## src/rtl/core_pkg.sv

```systemverilog
// Shared types for the hazard/forwarding controller: forwarding select codes,
// controller FSM states and the source/destination register match helper.
package core_pkg;

  localparam int unsigned REG_ADDR_W = 5;

  typedef enum logic [1:0] {
    NO_FORWARD_SELECT = 2'd0,
    EX_RESULT_SELECT  = 2'd1,
    MEM_RESULT_SELECT = 2'd2
  } forward_mux_code;

  typedef enum logic [1:0] {
    RUN        = 2'd0,
    LOAD_STALL = 2'd1,
    FLUSH      = 2'd2
  } hazard_state_e;

  // A source depends on a producer only if it is read, is not x0, and the
  // producer actually writes that register.
  function automatic logic src_match(
    input logic                  used,
    input logic [REG_ADDR_W-1:0] src,
    input logic [REG_ADDR_W-1:0] rd,
    input logic                  wr
  );
    return used && wr && (src != '0) && (src == rd);
  endfunction

endpackage

```

## src/rtl/hazard_reg_match.sv

```systemverilog
// Compares one Decode source register against the EX and MEM shadow
// destinations and returns the forwarding select plus a load-use flag.
module hazard_reg_match
  import core_pkg::*;
(
  input  logic [REG_ADDR_W-1:0] src_addr_i,
  input  logic                  src_used_i,
  input  logic [REG_ADDR_W-1:0] ex_rd_i,
  input  logic                  ex_wr_i,
  input  logic                  ex_load_i,
  input  logic [REG_ADDR_W-1:0] mem_rd_i,
  input  logic                  mem_wr_i,
  output forward_mux_code       sel_o,
  output logic                  load_use_o
);

  logic hit_ex;
  logic hit_mem;

  // Nearer producer wins; a load still in EX has no data yet, so it blocks
  // the older MEM value and raises load-use instead.
  always_comb begin
    hit_ex     = src_match(src_used_i, src_addr_i, ex_rd_i, ex_wr_i);
    hit_mem    = src_match(src_used_i, src_addr_i, mem_rd_i, mem_wr_i);
    sel_o      = NO_FORWARD_SELECT;
    load_use_o = 1'b0;
    if (hit_ex) begin
      if (ex_load_i) begin
        load_use_o = 1'b1;
      end else begin
        sel_o = EX_RESULT_SELECT;
      end
    end else if (hit_mem) begin
      sel_o = MEM_RESULT_SELECT;
    end
  end

endmodule

```

## src/rtl/hazard_fwd_ctrl.sv

```systemverilog
// Hazard and forwarding controller: tracks EX/MEM destinations in shadow
// registers, drives registered EX forwarding selects, load-use stalls,
// redirect flushes and saturating stall/flush event counters.
module hazard_fwd_ctrl
  import core_pkg::*;
#(
  parameter int unsigned CNT_W = 16
) (
  input  logic                  clock,
  input  logic                  reset,
  input  logic                  id_valid_ip,
  input  logic [REG_ADDR_W-1:0] id_rs1_addr_ip,
  input  logic [REG_ADDR_W-1:0] id_rs2_addr_ip,
  input  logic                  id_rs1_used_ip,
  input  logic                  id_rs2_used_ip,
  input  logic [REG_ADDR_W-1:0] id_write_reg_addr_ip,
  input  logic                  id_reg_write_ip,
  input  logic                  id_is_load_ip,
  input  logic                  next_PC_addr_valid_ip,
  output forward_mux_code       fa_mux_op,
  output forward_mux_code       fb_mux_op,
  output logic                  stall_op,
  output logic                  flush_op,
  output logic [CNT_W-1:0]      stall_cnt_op,
  output logic [CNT_W-1:0]      flush_cnt_op
);

  hazard_state_e         state_q, state_d;
  logic [REG_ADDR_W-1:0] ex_rd_q, ex_rd_d, mem_rd_q, mem_rd_d;
  logic                  ex_wr_q, ex_wr_d, ex_load_q, ex_load_d;
  logic                  mem_wr_q, mem_wr_d;
  forward_mux_code       fa_q, fa_d, fb_q, fb_d;
  logic [CNT_W-1:0]      stall_cnt_q, stall_cnt_d, flush_cnt_q, flush_cnt_d;

  forward_mux_code       sel1, sel2;
  logic                  lu1, lu2;
  logic                  stall, flush;

  hazard_reg_match u_match_rs1 (
    .src_addr_i (id_rs1_addr_ip),
    .src_used_i (id_rs1_used_ip),
    .ex_rd_i    (ex_rd_q),
    .ex_wr_i    (ex_wr_q),
    .ex_load_i  (ex_load_q),
    .mem_rd_i   (mem_rd_q),
    .mem_wr_i   (mem_wr_q),
    .sel_o      (sel1),
    .load_use_o (lu1)
  );

  hazard_reg_match u_match_rs2 (
    .src_addr_i (id_rs2_addr_ip),
    .src_used_i (id_rs2_used_ip),
    .ex_rd_i    (ex_rd_q),
    .ex_wr_i    (ex_wr_q),
    .ex_load_i  (ex_load_q),
    .mem_rd_i   (mem_rd_q),
    .mem_wr_i   (mem_wr_q),
    .sel_o      (sel2),
    .load_use_o (lu2)
  );

  // Same-cycle hazard decisions; reset masks both, flush overrides stall and
  // the LOAD_STALL state blocks a second stall for the same load-use pair.
  always_comb begin
    flush = reset && next_PC_addr_valid_ip;
    stall = reset && id_valid_ip && !flush && (lu1 || lu2) &&
            (state_q != LOAD_STALL);
  end

  assign stall_op = stall;
  assign flush_op = flush;

  // Next state, shadow pipeline, EX selects and counters.
  always_comb begin
    state_d     = RUN;
    ex_rd_d     = id_write_reg_addr_ip;
    ex_wr_d     = id_valid_ip && id_reg_write_ip;
    ex_load_d   = id_valid_ip && id_is_load_ip;
    mem_rd_d    = ex_rd_q;
    mem_wr_d    = ex_wr_q;
    fa_d        = sel1;
    fb_d        = sel2;
    stall_cnt_d = stall_cnt_q;
    flush_cnt_d = flush_cnt_q;

    if (flush) begin
      state_d = FLUSH;
    end else if (stall) begin
      state_d = LOAD_STALL;
    end

    if (flush || stall) begin
      ex_rd_d   = '0;
      ex_wr_d   = 1'b0;
      ex_load_d = 1'b0;
      fa_d      = NO_FORWARD_SELECT;
      fb_d      = NO_FORWARD_SELECT;
    end

    if (stall && (stall_cnt_q != '1)) begin
      stall_cnt_d = stall_cnt_q + 1'b1;
    end
    if (flush && (flush_cnt_q != '1)) begin
      flush_cnt_d = flush_cnt_q + 1'b1;
    end
  end

  // State registers with synchronous active-low reset.
  always_ff @(posedge clock) begin
    if (!reset) begin
      state_q     <= RUN;
      ex_rd_q     <= '0;
      ex_wr_q     <= 1'b0;
      ex_load_q   <= 1'b0;
      mem_rd_q    <= '0;
      mem_wr_q    <= 1'b0;
      fa_q        <= NO_FORWARD_SELECT;
      fb_q        <= NO_FORWARD_SELECT;
      stall_cnt_q <= '0;
      flush_cnt_q <= '0;
    end else begin
      state_q     <= state_d;
      ex_rd_q     <= ex_rd_d;
      ex_wr_q     <= ex_wr_d;
      ex_load_q   <= ex_load_d;
      mem_rd_q    <= mem_rd_d;
      mem_wr_q    <= mem_wr_d;
      fa_q        <= fa_d;
      fb_q        <= fb_d;
      stall_cnt_q <= stall_cnt_d;
      flush_cnt_q <= flush_cnt_d;
    end
  end

  assign fa_mux_op    = fa_q;
  assign fb_mux_op    = fb_q;
  assign stall_cnt_op = stall_cnt_q;
  assign flush_cnt_op = flush_cnt_q;

endmodule

```

## config.mk

```make
export PLATFORM = sky130hd
export DESIGN_NAME = hazard_fwd_ctrl
export DESIGN_NICKNAME = d
export VERILOG_FILES = /design/src/rtl/core_pkg.sv /design/src/rtl/hazard_reg_match.sv /design/src/rtl/hazard_fwd_ctrl.sv
export SDC_FILE = /design/constraint.sdc
export NUM_CORES = 1
export LEC_CHECK = 0
export CAP_MARGIN = 10
export CORE_AREA = 2 2 84 103
export DETAILED_ROUTE_END_ITERATION = 6
export DIE_AREA = 0 0 86 105
export PLACE_DENSITY_LB_ADDON = 0.3
export SLEW_MARGIN = 20
export SYNTH_ARGS = -nofsm -noshare
export SYNTH_HDL_FRONTEND = slang
export SYNTH_SLANG_ARGS = --single-unit
```

## constraint.sdc

```tcl
create_clock -name clock -period 1.95 [get_ports clock]
set_input_delay 0.2925 -clock clock [delete_from_list [all_inputs] [get_ports clock]]
set_output_delay 0.2925 -clock clock [all_outputs]
set_load 0.01 [all_outputs]
```

==> impl_results.rst, run 1 <==
.. list-table::
   :header-rows: 1

   * - Metric
     - Value
   * - Startpoint Class
     - register
   * - Post-layout net count
     - 405
   * - Number of failing setup endpoints in the final timing report
     - 14
   * - Total die area
     - 9030 µm²
   * - Number of warnings issued by yosys
     - 0
   * - End point of the worst hold path
     - fa_mux_op[0]$_SDFF_PP0_
   * - Req. time, crit path
     - 2.18 ns
   * - Count of flip-flops with a built-in enable after synthesis
     - 0
   * - Slew of the pin with the lowest slew margin
     - 0.6909 ns
   * - Largest area contributor in the netlist
     - sky130_fd_sc_hd__dfxtp_1
   * - Area added between synthesis and finish
     - 56.76%
   * - Number of top-level design ports
     - 61
   * - Wire length after detailed routing
     - 6726 µm
   * - Worst-path clk slew
     - 0.10 ns
   * - Max clock buf depth
     - 2
   * - Wire length of the first global-routing pass
     - 11180 µm
   * - DR vias
     - 2330
   * - Area share of the leading cell type in the synthesized netlist
     - 0.4329
   * - Buffers added on ports
     - 60
   * - Headroom to the max-slew limit
     - 0.5363
   * - Number of antenna violations at the first check in global routing
     - 0
   * - Violated checks
     - setup timing
   * - Worst Path Arrival
     - 2.32 ns
   * - Worst R2R Setup Slack
     - -0.14 ns
   * - Final-layout worst hold slack
     - 0.4601 ns
   * - Pin count of the biggest net entering global routing
     - 27
   * - Cell depth of the worst hold path
     - 1
   * - Count of nets left with antenna violations after detail routing
     - 0
   * - Site Rows
     - 36
   * - Sequential share of the synthesized area
     - 0.4329
   * - Status
     - finished with violations
   * - Total track usage
     - 0.1538
   * - Clock latency of the later-clocked register in the worst-skew pair
     - 0.30 ns
   * - Synth unique cells
     - 41
   * - Part of the cycle the worst path needs
     - 1.073
   * - Detailed router's first-iteration violation count
     - 61
   * - F_max
     - 477.8 MHz
   * - Total of max-cap violations
     - 0
   * - Number of cells on the worst reg-to-reg path
     - 7
   * - Total standard cell area after synthesis
     - 2359 µm²
   * - Remaining design rule violation count
     - 0
   * - Syn avg cell area
     - 8.934 µm²
   * - CP max-delay cell
     - sky130_fd_sc_hd__a211o_4
   * - Power density of the placed cells
     - 518.1 nW/µm²
   * - Share of layout cells above drive strength 1
     - 0.2310
   * - Hold Crit Start
     - ex_load_q$_SDFF_PP0_
   * - Library cell with the highest instance count after synthesis
     - sky130_fd_sc_hd__dfxtp_1
   * - Clock buffer count from CTS
     - 5
   * - List of cells traversed by the critical path
     - xor2_1, nor4_2, nand4b_1, buf_4, a211o_4, or3_1, a21oi_1
   * - Effective utilization at floorplan
     - 0.2958
   * - Hold_buf cts
     - 0
   * - Reg-to-reg critical path startpoint
     - ex_rd_q[0]$_SDFF_PP0_
   * - Average detailed-routed wire length per instance
     - 14.13 µm
   * - Root cell of the clock tree
     - sky130_fd_sc_hd__clkbuf_8
   * - List of most frequent post-synthesis cells
     - sky130_fd_sc_hd__dfxtp_1 (51), sky130_fd_sc_hd__nor2_1 (20), sky130_fd_sc_hd__nand2_1 (19)
   * - CTS H-tree lvls
     - 2
   * - Largest stage delay on the critical path
     - 0.36 ns
   * - Post-route insts no fill
     - 476
   * - Core Box Area
     - 7973 µm²
   * - Total half-perimeter wirelength after legalization and detailed placement
     - 4606 µm
   * - Endpoints failing hold
     - 0
   * - RSZ-0062 raised after global routing
     - yes
   * - CP endpoint kind
     - register
   * - Y dimension of the die
     - 105 µm
   * - Vias per std cell
     - 4.895
   * - Global placement routability congestion
     - 0.8168
   * - Synth area leaders
     - sky130_fd_sc_hd__dfxtp_1 (43%), sky130_fd_sc_hd__xor2_1 (6.7%), sky130_fd_sc_hd__xnor2_1 (4.8%)
   * - Main flop type after synthesis
     - sky130_fd_sc_hd__dfxtp_1
   * - Synth async-reset ratio
     - 0
   * - Setup TNS
     - -1.197 ns
   * - Diode count
     - 0
   * - Synthesized flop and latch total
     - 51
   * - Post-route minimum period
     - 2.093 ns
   * - Leakage power figure
     - 1.484 nW
   * - Post-Place Cells
     - 458
   * - Critical Path Fanout Max
     - 6
   * - Overall power
     - 1.916 mW
   * - Remaining global-route overflow
     - 0
   * - Clock tree from TritonCTS
     - done
   * - Syn nets
     - 289
   * - Die W
     - 86 µm
   * - Final max-slew violation count
     - 0
   * - Number of global-route vias before repair
     - 2354
   * - Post-route worst setup slack
     - -0.1430 ns
   * - Worst Path Class, Setup
     - register to register
   * - Number of instances in the synthesized netlist
     - 264
   * - Router iterations before antenna repair
     - 4
   * - Clock tree sinks
     - 51
   * - Worst slack, placed
     - -0.6974 ns
   * - Worst hold path class
     - register to register
   * - Post-Route Skew
     - 0.01110 ns
   * - Capture instance of the worst register-to-register path
     - stall_cnt_op[8]$_SDFFE_PN0P_
   * - Worst-case vdd ir drop
     - 0.2432 mV
## final cells by class
class / instances / area [µm²]
inverters: 6 / 22.52
well taps: 95 / 118.9
repair buffers: 113 / 997.2
flip-flops and latches: 51 / 1026
fillers: 768 / 4275
clock buffers: 8 / 100.1
multi-input cells: 203 / 1433
## state kept, by name (all words and copies together), names as in the netlist
register / count
flush_cnt_op: 16
stall_cnt_op: 16
ex_rd_q: 5
mem_rd_q: 5
fa_mux_op: 2
fb_mux_op: 2
state_q: 2
ex_load_q: 1
ex_wr_q: 1
mem_wr_q: 1
## layer usage
layer	wire length, µm	track usage
met1	3009	0.1916
met2	3393	0.2641
met3	266	0.03002
met4	57	0.04649
met5	0	0
## metrics by stage
step / cell area (µm²) / utilization
after floorplan: 2360 / -
after global placement: 3387 / 0.4248
after detailed placement: 3387 / 0.4248
after CTS: 3662 / 0.4594
after global routing: 3697 / 0.4637
final: 3697 / 0.4637
## how the worst max path moves through the flow
stage / slack [ns] / start / endpoint / depth (start not counted)
2_1_floorplan: 0.03 / flush_cnt_op[5]$_SDFFE_PN0P_ / flush_cnt_op[1]$_SDFFE_PN0P_ / 6
3_3_place_gp: -0.70 / id_rs1_addr_ip[0] / stall_cnt_op[2]$_SDFFE_PN0P_ / 9
3_5_place_dp: -0.70 / id_rs1_addr_ip[0] / stall_cnt_op[2]$_SDFFE_PN0P_ / 9
4_1_cts: -0.18 / ex_rd_q[2]$_SDFF_PP0_ / stall_cnt_op[2]$_SDFFE_PN0P_ / 9
5_1_grt: -0.23 / ex_rd_q[0]$_SDFF_PP0_ / stall_cnt_op[2]$_SDFFE_PN0P_ / 8
6_report: -0.14 / ex_rd_q[0]$_SDFF_PP0_ / stall_cnt_op[8]$_SDFFE_PN0P_ / 7
## critical path, delay by kind of cell (launching register included)
family	cells	cell delay, ns
buffers and inverters	1	0.20
AOI/OAI and AO/OA	2	0.48
DFF	1	0.35
xor gates and xnor gates	1	0.16
and+or+nand+nor	3	0.85
## kinds of logic (layout without fill, tap and decap cells)
kind of cell	count (synthesis)	in the layout	share of synthesized area
simple gates	122	123	0.2891
flops	51	51	0.4329
compound gates	40	41	0.1045
xor+xnor	31	31	0.1151
buf+inv	12	127	0.02228
mux	6	6	0.02547
fa+ha+maj	2	2	0.01061
## placed cells by master, fill, tap and decap left out, drive strengths merged, types with 9 or more instances in the layout
cell type / count
nand2: 19
dfxtp: 51
clkbuf: 10
and2: 17
nand3: 15
xor2: 18
clkdlybuf4s50: 48
nor2: 21
buf: 54
nand4: 9
xnor2: 13
a21oi: 12
o21ai: 14
## repair_timing
item,in CTS,in global routing
endpoints found under the setup margin,26,27
buffers inserted,7,1
pin swaps,19,7
gates cloned,3,0
endpoints found under the hold margin,0,0
gates resized for setup,45,11
## power by group
| part | leakage (nW) | switching (mW) | internal, mW | total [mW] |
|---|---|---|---|---|
| Clock | 0.0515 | 0.336 | 0.325 | 0.660 |
| Sequential | 0.414 | 0.0129 | 1.06 | 1.07 |
| Combinational | 1.02 | 0.0857 | 0.101 | 0.187 |
Power figures use the tool's default switching activity.
==> run 2: changes to the inputs <==
CTS_CLUSTER_SIZE = 25   (was not set)
clock period = 2.5 ns   (was 1.95 ns; I/O delays follow)
==> run 2 against run 1 <==
Against the previous run: critical path depth up 1; the flow now finishes without violations; clock power decreased by 31%; non-clock buffer count decreased by 28; design area fell by 9.7%; critical endpoint is now stall_cnt_op[10]$_SDFFE_PN0P_; sequential power fell by 22%; utilization fell by 4.5 points.
==> impl_results.rst, run 2 (same netlist as run 1, synthesis figures left out) <==
.. list-table::
   :header-rows: 1

   * - Metric
     - Value
   * - CTS H-tree lvls
     - 2
   * - Global placement routability congestion
     - 0.8391
   * - Total half-perimeter wirelength after legalization and detailed placement
     - 4461 µm
   * - Setup TNS
     - 0 ns
   * - List of cells traversed by the critical path
     - clkdlybuf4s50_1, xor2_1, nor4_2, nand4b_1, buf_4, a211o_4, or3_1, a21oi_1
   * - Hold_buf cts
     - 0
   * - Design Area, Final
     - 3338 µm²
   * - Average detailed-routed wire length per instance
     - 13.40 µm
   * - Worst Path Arrival
     - 2.58 ns
   * - Internal power
     - 1.093 mW
   * - Detailed router's first-iteration violation count
     - 74
   * - Commonest cells after routing, fill and taps aside
     - sky130_fd_sc_hd__clkdlybuf4s50_1 (57), sky130_fd_sc_hd__dfxtp_1 (51), sky130_fd_sc_hd__buf_4 (25)
   * - Slew of the pin with the lowest slew margin
     - 0.6762 ns
   * - Number of top-level design ports
     - 61
   * - Wire length after detailed routing
     - 5963 µm
   * - Clock buffer count from CTS
     - 5
   * - Worst-case vdd ir drop
     - 0.1844 mV
   * - Status
     - finished clean
   * - Area added between synthesis and finish
     - 41.54%
   * - Startpoint Class
     - input port
   * - Clock tree sinks
     - 51
   * - Worst Path Class, Setup
     - input port to register
   * - Clock network power share
     - 0.321
   * - Diode count
     - 0
   * - Post-Place Cells
     - 438
   * - Count of nets left with antenna violations after detail routing
     - 0
   * - Number of global-route vias before repair
     - 2158
   * - Remaining design rule violation count
     - 0
   * - Number of antenna violations at the first check in global routing
     - 0
   * - Router iterations before antenna repair
     - 4
   * - Final max-slew violation count
     - 0
   * - Worst slack, placed
     - -0.3026 ns
   * - Most common cell after layout, fill and taps aside
     - sky130_fd_sc_hd__clkdlybuf4s50_1
   * - Post-route minimum period
     - 2.352 ns
   * - CP max-delay cell
     - sky130_fd_sc_hd__clkdlybuf4s50_1
   * - Filler instances
     - 816
   * - Post-route insts no fill
     - 445
   * - Buffers added on ports
     - 60
   * - Part of the cycle the worst path needs
     - 0.9409
   * - Site Rows
     - 36
   * - Post-Route Skew
     - 0.01249 ns
   * - Vias per std cell
     - 4.928
   * - Clock latency of the later-clocked register in the worst-skew pair
     - 0.30 ns
   * - Max clock buf depth
     - 2
   * - Critical path's top delay family
     - simple AND/OR/NAND/NOR gates
   * - Critical Path Fanout Max
     - 11
   * - Worst hold path class
     - register to register
   * - Largest stage delay on the critical path
     - 0.45 ns
   * - RSZ-0062 raised after global routing
     - no
   * - Part of the power in combinational logic
     - 0.095
   * - Remaining global-route overflow
     - 0
   * - Total die area
     - 9030 µm²
   * - Number of setup buffers added after CTS
     - 0
   * - Share of layout cells above drive strength 1
     - 0.1171
   * - Effective utilization at floorplan
     - 0.2958
   * - Power density of the placed cells
     - 427.6 nW/µm²
   * - Post-layout net count
     - 375
   * - Pin count of the biggest net entering global routing
     - 24
   * - Root cell of the clock tree
     - sky130_fd_sc_hd__clkbuf_8
   * - Total of max-cap violations
     - 0
   * - Total buffers and inverters traversed by the critical path
     - 2
   * - Req. time, crit path
     - 2.73 ns
   * - Worst-path clk slew
     - 0.10 ns
   * - Fraction of power consumed by sequential logic
     - 0.584
   * - Clock tree from TritonCTS
     - done
   * - Post-route worst setup slack
     - 0.1478 ns
   * - Total track usage
     - 0.1355
   * - Post-detailed-placement cell area
     - 3236 µm²
   * - Endpoints failing hold
     - 0
   * - Core Box Area
     - 7973 µm²
   * - Number of failing setup endpoints in the final timing report
     - 0
   * - Y dimension of the die
     - 105 µm
   * - Wire length of the first global-routing pass
     - 9956 µm
   * - F_max
     - 425.1 MHz
   * - DR vias
     - 2193
   * - CP endpoint kind
     - register
   * - Power spent charging and discharging nets
     - 334.3 µW
   * - Leakage power figure
     - 1.265 nW
   * - Headroom to the max-slew limit
     - 0.5487
   * - Proportion of total power due to net switching
     - 0.2342
   * - Die W
     - 86 µm
## run 2: cell types whose count changed in the layout (fill, tap and decap cells not counted), moves of 4 or more
| cell | before | now |
|---|---|---|
| sky130_fd_sc_hd__buf_4 | 49 | 25 |
| sky130_fd_sc_hd__clkdlybuf4s50_1 | 48 | 57 |
| sky130_fd_sc_hd__dlygate4sd2_1 | 8 | 1 |
| sky130_fd_sc_hd__buf_6 | 5 | 0 |
| sky130_fd_sc_hd__dfxtp_1 | 47 | 51 |
| sky130_fd_sc_hd__dfxtp_2 | 4 | 0 |
## run 2: repair_timing
action / 4_1_cts / 5_1_grt
endpoints found under the setup margin: 1 / 8
gates resized for setup: 6 / 7
hold endpoints to repair: 0 / 0
pin swaps: 2 / 3
## run 2: path summary, 6_finish.rpt
path                         start                             to  slack [ns]  cells after the start
max              id_rs1_addr_ip[4]  stall_cnt_op[10]$_SDFFE_PN0P_        0.15                      8
min           ex_load_q$_SDFF_PP0_        fa_mux_op[0]$_SDFF_PP0_        0.46                      1
max reg2reg  ex_rd_q[3]$_SDFF_PP0_  stall_cnt_op[10]$_SDFFE_PN0P_        0.32                      7
min reg2reg   ex_load_q$_SDFF_PP0_        fa_mux_op[0]$_SDFF_PP0_        0.46                      1
## run 2: final cells by class
| type | count | area (µm²) | area share |
|---|---|---|---|
| Tap cell | 95 | 118.9 | 0.03561 |
| Clock inverter | 2 | 13.76 | 0.004123 |
| Multi-Input combinational cell | 201 | 1309 | 0.3921 |
| Sequential cell | 51 | 1021 | 0.3058 |
| Timing Repair Buffer | 85 | 784.5 | 0.2350 |
| Clock buffer | 5 | 68.82 | 0.02061 |
| Inverter | 6 | 22.52 | 0.006747 |
## run 2: metal layers
metal	global-route usage	wire (µm)	up-vias
li1	-	-	1107
met1	0.1620	2635	1026
met2	0.2359	2994	54
met3	0.02607	238	6
met4	0.05102	95	0
met5	0	0	-
## run 2: through the flow
stage | hold WS [ns] | utilization | total power [mW]
finish | 0.4622 | 0.4187 | 1.427
CTS | 0.4687 | 0.4171 | 1.459
detailed placement | 0.4536 | 0.4058 | 0.9867
floorplan | 0.4266 | - | 0.9030
global placement | 0.4516 | 0.4058 | 0.9862
global route | 0.4905 | 0.4187 | 1.506
## run 2: power groups by stage
| stage | combinational (mW) | clock, mW | sequential (mW) |
|---|---|---|---|
| final | 0.136 | 0.458 | 0.833 |
| after global routing | 0.148 | 0.522 | 0.836 |
| after CTS | 0.137 | 0.488 | 0.834 |
| after detailed placement | 0.134 | 0 | 0.853 |
| after global placement | 0.134 | 0 | 0.853 |
| after floorplan | 0.0516 | 0 | 0.851 |
==> run 3: changes to the inputs <==
CAP_MARGIN = not set   (was 10)
==> results of run 3 <==
Final layout, timing and power as in run 2 (identical DEF).
